$ cat src/rtl/cache_mem_arbiter.sv
// Two-requester arbiter (I-cache, D-cache) sharing one line-wide memory port.
// Optional macro ARB_RR_EN selects round-robin tie-break; default is fixed D priority.
module cache_mem_arbiter #(
  parameter int ADDR_W = 32,
  parameter int LINE_W = 256
) (
  input  logic              clk,
  input  logic              rst_n,
  input  logic              i_read,
  input  logic              i_write,
  input  logic [ADDR_W-1:0] i_address,
  input  logic [LINE_W-1:0] i_wdata,
  output logic              i_resp,
  output logic [LINE_W-1:0] i_rdata,
  input  logic              d_read,
  input  logic              d_write,
  input  logic [ADDR_W-1:0] d_address,
  input  logic [LINE_W-1:0] d_wdata,
  output logic              d_resp,
  output logic [LINE_W-1:0] d_rdata,
  output logic              pmem_read,
  output logic              pmem_write,
  output logic [ADDR_W-1:0] pmem_address,
  output logic [LINE_W-1:0] pmem_wdata,
  input  logic              pmem_resp,
  input  logic [LINE_W-1:0] pmem_rdata
);

  typedef enum logic [1:0] {
    IDLE    = 2'd0,
    GRANT_I = 2'd1,
    GRANT_D = 2'd2
  } state_e;

  localparam logic RR_I = 1'b0;
  localparam logic RR_D = 1'b1;

  state_e state_q, state_d;
  logic   rr_last_q, rr_last_d;
  logic   req_i_s, req_d_s;
  logic   grant_i_s, grant_d_s;

  assign req_i_s = i_read | i_write;
  assign req_d_s = d_read | d_write;

  // Next-state and round-robin bookkeeping
  always_comb begin
    state_d   = state_q;
    rr_last_d = rr_last_q;
    case (state_q)
      IDLE: begin
        if (req_i_s && req_d_s) begin
`ifdef ARB_RR_EN
          state_d = (rr_last_q == RR_D) ? GRANT_I : GRANT_D;
`else
          state_d = GRANT_D;
`endif
        end else if (req_d_s) begin
          state_d = GRANT_D;
        end else if (req_i_s) begin
          state_d = GRANT_I;
        end else begin
          state_d = IDLE;
        end
      end
      GRANT_I: begin
        if (!req_i_s) begin
          state_d = IDLE;
        end else if (pmem_resp) begin
          state_d   = IDLE;
          rr_last_d = RR_I;
        end else begin
          state_d = GRANT_I;
        end
      end
      GRANT_D: begin
        if (!req_d_s) begin
          state_d = IDLE;
        end else if (pmem_resp) begin
          state_d   = IDLE;
          rr_last_d = RR_D;
        end else begin
          state_d = GRANT_D;
        end
      end
      default: begin
        state_d = IDLE;
      end
    endcase
  end

  // State and last-served registers with synchronous active-low reset
  always_ff @(posedge clk) begin
    if (!rst_n) begin
      state_q   <= IDLE;
      rr_last_q <= RR_I;
    end else begin
      state_q   <= state_d;
      rr_last_q <= rr_last_d;
    end
  end

  // Reset drops the grant in the same cycle so an abandoned transfer never strobes or responds
  assign grant_i_s = rst_n && (state_q == GRANT_I);
  assign grant_d_s = rst_n && (state_q == GRANT_D);

  // Output steering; write wins when a requester raises both strobes
  always_comb begin
    pmem_address = grant_i_s ? i_address : d_address;
    pmem_wdata   = grant_i_s ? i_wdata   : d_wdata;
    pmem_write   = (grant_i_s & i_write) | (grant_d_s & d_write);
    pmem_read    = (grant_i_s & i_read & ~i_write) | (grant_d_s & d_read & ~d_write);
    i_resp       = grant_i_s & req_i_s & pmem_resp;
    d_resp       = grant_d_s & req_d_s & pmem_resp;
  end

  assign i_rdata = pmem_rdata;
  assign d_rdata = pmem_rdata;

endmodule
$ cat config.mk
export PLATFORM = sky130hd
export DESIGN_NAME = cache_mem_arbiter
export DESIGN_NICKNAME = d
export VERILOG_FILES = /design/src/rtl/cache_mem_arbiter.sv
export SDC_FILE = /design/constraint.sdc
export NUM_CORES = 1
export LEC_CHECK = 0
export ABC_AREA = 1
export CORE_AREA = 2 2 635 637
export DETAILED_ROUTE_END_ITERATION = 8
export DIE_AREA = 0 0 637 639
export GPL_ROUTABILITY_DRIVEN = 0
export PLACE_DENSITY = 0.31
export SETUP_SLACK_MARGIN = 0.1
export SLEW_MARGIN = 40
export SYNTH_ARGS = -nofsm -noshare
export SYNTH_HDL_FRONTEND = slang
export SYNTH_SLANG_ARGS = --single-unit
export TNS_END_PERCENT = 5
$ cat constraint.sdc
create_clock -name clk -period 1.24 [get_ports clk]
set_input_delay 0.248 -clock clk [delete_from_list [all_inputs] [get_ports clk]]
set_output_delay 0.248 -clock clk [all_outputs]
set_load 0.01 [all_outputs]
Yosys cells after proc, flatten, opt, wreduce, memory -nomap -nowiden --
Cells that the tools add are included.
Storage, ports and cells: output and inout bits 804, bits of input ports 839, register bits 2, logic and storage cells 33
Operators by class: reductions and logical operators 4, mux-type cells 10, bitwise operators 16, equality and inequality tests 2
Operators with widths (count):
- $mux 256 | 1
- $mux 32 | 1
- $and 1x1->1 | 10
- $mux 2 | 4
- $pmux 2 s3 | 1
- $or 1x1->1 | 4
- $logic_and 1x1->1 | 3
- $mux 1 | 3
- $eq 2x1->1 const B | 1
- $eq 2x2->1 const B | 1
- $logic_not 2->1 | 1
- $not 1->1 | 2

Depth between registers and ports, before layout --
depth after elaboration 5, gate-level depth with buffers 8, mapped depth without buffers 5

Worst setup path before layout --
No wires, ideal clock.
path kind register to output, from register state_q[1], to output pmem_wdata[236], cell stages (with the launch flop) 8, buffers on the path 3, arrival 1093 ps, data required time 992 ps, setup slack -101 ps, cell sequence dfxtp_1 -> inv_1 -> nand3_2 -> buf_4 -> buf_4 -> buf_2 -> nand2_1 -> nand2_1
Between the ends: word-level cells in the longest chain between the ends 3
RTL lines:
- from (decl) | RTL line 38 | state_e state_q, state_d;
- from (signal assigned) | RTL line 98 | state_q <= state_d;
- $eq 2x1->1
- $logic_and 1x1->1 | RTL line 104 | assign grant_i_s = rst_n && (state_q == GRANT_I);
- $mux 256 | RTL line 110 | pmem_wdata = grant_i_s ? i_wdata : d_wdata;
- to (decl) | RTL line 24 | output logic [LINE_W-1:0] pmem_wdata,
Every way passes these cells.

Final worst setup path --
from register state_q[1], to output pmem_wdata[232]
The elaborated chain is that of the path after synthesis.

==> out/metrics.sh <==
FP.DIEW_UM=637
INTERNAL_POWER_mW=4.80
DESIGN.DIE.AREA_MM2=0.407
WORST_SKEW_PAIR.LATE_LATENCY_NS=0.23
FIRST_GLOBAL_VIAS=12500
POWER_SWITCHING_mW=4.20
SLOWEST_STAGE='dfxtp_2'
PATH_CELLS='inv_4 -> nand3_4 -> buf_12 -> buf_16 -> buf_16 -> clkbuf_16 -> nand2_2 -> nand2_2 -> buf_12'
FILL_CELLS=47200
WORST_HOLD_PATH_TYPE='primary input to output pin'
DESIGN_POWER_TOTAL_mW=9.00
WORST_CLOCK_SKEW_NS=0.00118
MULTIINPUTGATEAREA_MM2=0.00519
WIRE_PER_INST_UM=48.9
DIE_H_UM=639
POWER.SHARE.CLOCK=0.055
SW_FRAC_OF_TOTAL=0.467
PLACE_WORST_SETUP_SLACK_NS=-1.68
DRT_FIRST_ITER_VIOLATIONS=813
CRITICAL_PATH_PEAK_FANOUT=9
HIGHEST_CLOCK_RATE_MHz=457
WORST-ENDPOINT-ARRIVAL_NS=1.94
CP_DATA_REQUIRED_TIME_NS=0.99
PLACED_INSTANCE_AREA_MM2=0.0215
IOPINCOUNT=1643
CTS_MAX_LEVEL=1
DP_HPWL_MM=337
LARGEST_REGISTER_FFS=2
TRITONCTS='built'
WORST_SETUP_PATH_START_KIND='flop'
STATIC-LEAKAGE-POWER_nW=8.67
ANTENNA_FOUND_INITIAL=269
INITIAL_UTILIZATION=0.0190
SYNTH_NETS=2310
AREA_GROWTH_SYN_TO_LAYOUT_PCT=226
PEAKVDDDROP_V=0.000400
TIMING.HOLD.WS_NS=0.496
OVERFLOW=0
CLOCK_ROOT_BUFFER='clkbuf_16'
POWERDENSITY_mW_PER_MM2=363
FINALCOREUTILIZATION=0.0618
SYNTH.YOSYS.SEQ_AREA_SHARE=0.00526
SYNTH.YOSYS.WARNINGS=0
SYNTH_COMPOUND_AREA_FRAC=0.000658
SEQPWRFRAC=0.008
SLEW_VIOLATIONS=0
CTS_BUFFERS=3
OUTCOME='finished with violations'
FIN_NETS=2714
SYNTH_TOP_FAMILY_BY_AREA='buffers and inverters'
SYNTH_ADDER_AREA_SHARE=0
SYNTHESIS.AREA_PER_INSTANCE_UM2=5.17
CLK_PATH_BUF_DEPTH=2
HOLD_VIOLATION_TOTAL_FROM_THE_FINAL_REPORT=0
FINAL.PERIOD_UTILIZATION=1.77
ROUTE.ANTENNA.REMAINING_NETS=0
SYN_AREA_MM2=0.00761
CORE.ROWCOUNT=233
MAX_FLOP_REGISTER='state_q'
SLEW_AT_THE_PIN_WITH_THE_WORST_MAX_SLEW_SLACK_NS=0.792
ROUTED_WIRELENGTH_MM=352
P_COMB_FRAC=0.937
SYNTH_SEQ_CELLS=2
PIN_COUNT_OF_THE_BIGGEST_NET_ENTERING_GLOBAL_ROUTING=29
DP_CELLS=7097
REPORT.FINAL.SETUP_VIOL=292
CRIT_PATH_END_KIND='output pin'
FAILED_CHECKS='negative setup slack'
NUMBER_OF_MAX_CAP_VIOLATIONS=0
SETUP-TNS-FINAL_NS=-228.05
PORTBUFFERS=874
TOTAL_DRC_ERRORS_IN_THE_ROUTED_LAYOUT=0
CTSHOLDBUFFERS=0
MIN_PERIOD_NS=2.19
DRIVE_ABOVE_1_SHARE=0.450
VIA_PER_INST=1.81
CLOCK-SINKS=2
SYNTH_CELL_TYPE_COUNT=12
SETUP_SLACK_NS=-0.950
SYNTHSIMPLEGATEAREAFRAC=0.438
WORST_SLEW_MARGIN_REL=0.470
CLK_PIN_SLEW_WORST_PATHS_NS=0.03
CORE_MM2=0.401
LARGEST_REGISTERS='state_q (2)'
WORST_PATH_LARGEST_CELL_DELAY_NS=0.32
GRT_PASS1_WL_MM=379
WORSTSETUPPATHTYPE='flop to output pin'
DETAILEDROUTE.FIRSTPASSITERATIONCOUNT=6
MUX_SHARE_OF_POST_SYNTHESIS_CELL_AREA=0
AREA_USED_BY_SEQUENTIAL_LOGIC_IN_THE_LAYOUT_UM2=45.0
SYNTH_XOR_XNOR_AREA_SHARE=0
GLOBAL_ROUTE.USAGE.TOTAL=0.166
FIN_CELLS=7197
FINALINSTANCEAREA_MM2=0.0248
RSZ0062_AT_GRT='true'
SYNTH_CELLS=1471
ROUTED-VIA-COUNT=13000
[layout make-up]
| cell class | instances | share of cell area |
|---|---|---|
| clock buffers | 3 | 0.00303 |
| inverters | 7 | 0.00222 |
| repair buffers | 975 | 0.513 |
| diodes | 37 | 0.00374 |
| well taps | 5287 | 0.267 |
| flip-flops and latches | 2 | 0.00182 |
| multi-input cells | 886 | 0.209 |
[power by group through the flow]
stage / registers, mW / clock network, mW / logic (mW)
finish: 0.0754 / 0.492 / 8.43
floorplan: 0.0756 / 0 / 2.78
detailed placement: 0.0774 / 0 / 7.84
CTS: 0.0760 / 0.500 / 8.41
global route: 0.0764 / 0.502 / 8.92
global placement: 0.0772 / 0 / 7.84
[layer usage]
metal | share of wire | vias up | GRT usage
met1 | 0.25 | 5330 | 0.119
met3 | 0.27 | 633 | 0.209
li1 | - | 4702 | -
met2 | 0.45 | 2239 | 0.269
met5 | 0.0047 | - | 0.0115
met4 | 0.028 | 122 | 0.0344
[worst paths after layout]
check	start	end	slack [ns]	depth (start not counted)
worst max-delay path	state_q[1]	pmem_wdata[232]	-0.95	9
worst max register to register	state_q[0]	state_q[1]	0.18	5
worst min register to register	state_q[0]	state_q[0]	0.69	4
worst min-delay path	pmem_rdata[168]	i_rdata[168]	0.50	0
[kinds of logic after synthesis]
logic type / after synthesis
AOI/OAI and AO/OA: 1
buffers and inverters: 583
DFF: 2
and+or+nand+nor: 885
[Yosys cell counts, drive strengths merged]
master / number / area (um2)
nor3: 1 / 5.00
nand2: 871 / 3270
a21oi: 1 / 5.00
nand3: 3 / 20.0
nor2: 10 / 37.5
clkbuf: 2 / 7.51
buf: 574 / 4200
inv: 7 / 26.3
dfxtp: 2 / 40.0
[worst max-delay path, delay by kind of cell, from the launching register on]
family / cells / cell delay, ns
buf+inv: 6 / 0.98
flops: 1 / 0.32
simple gates: 3 / 0.32
[repair_timing]
item                       CTS  global route
resized for setup          648           227
setup buffers               39             1
pin swaps                   20            30
setup endpoints to repair  294           294
cloned                      13             7
[layout by cell type (no fill, tap or decap)]
| cell | n |
|---|---|
| a21oi_1 | 1 |
| clkinv_16 | 1 |
| inv_1 | 5 |
| nand2_4 | 96 |
| buf_8 | 4 |
| diode_2 | 37 |
| nor3_4 | 1 |
| nand3_1 | 2 |
| nand2_8 | 18 |
| buf_12 | 251 |
| inv_4 | 1 |
| clkbuf_16 | 8 |
| buf_4 | 25 |
| nor2_4 | 1 |
| buf_6 | 45 |
| nand2_2 | 321 |
| nand2_1 | 436 |
| buf_16 | 29 |
| clkbuf_2 | 4 |
| clkdlybuf4s15_2 | 4 |
| nor2_2 | 3 |
| dlymetal6s2s_1 | 2 |
| dfxtp_4 | 1 |
| buf_2 | 28 |
| nand3_4 | 1 |
| dfxtp_2 | 1 |
| dlygate4sd2_1 | 1 |
| clkdlybuf4s50_1 | 577 |
| nor2_1 | 6 |
Note: power is estimated with default switching activity, not from simulation.
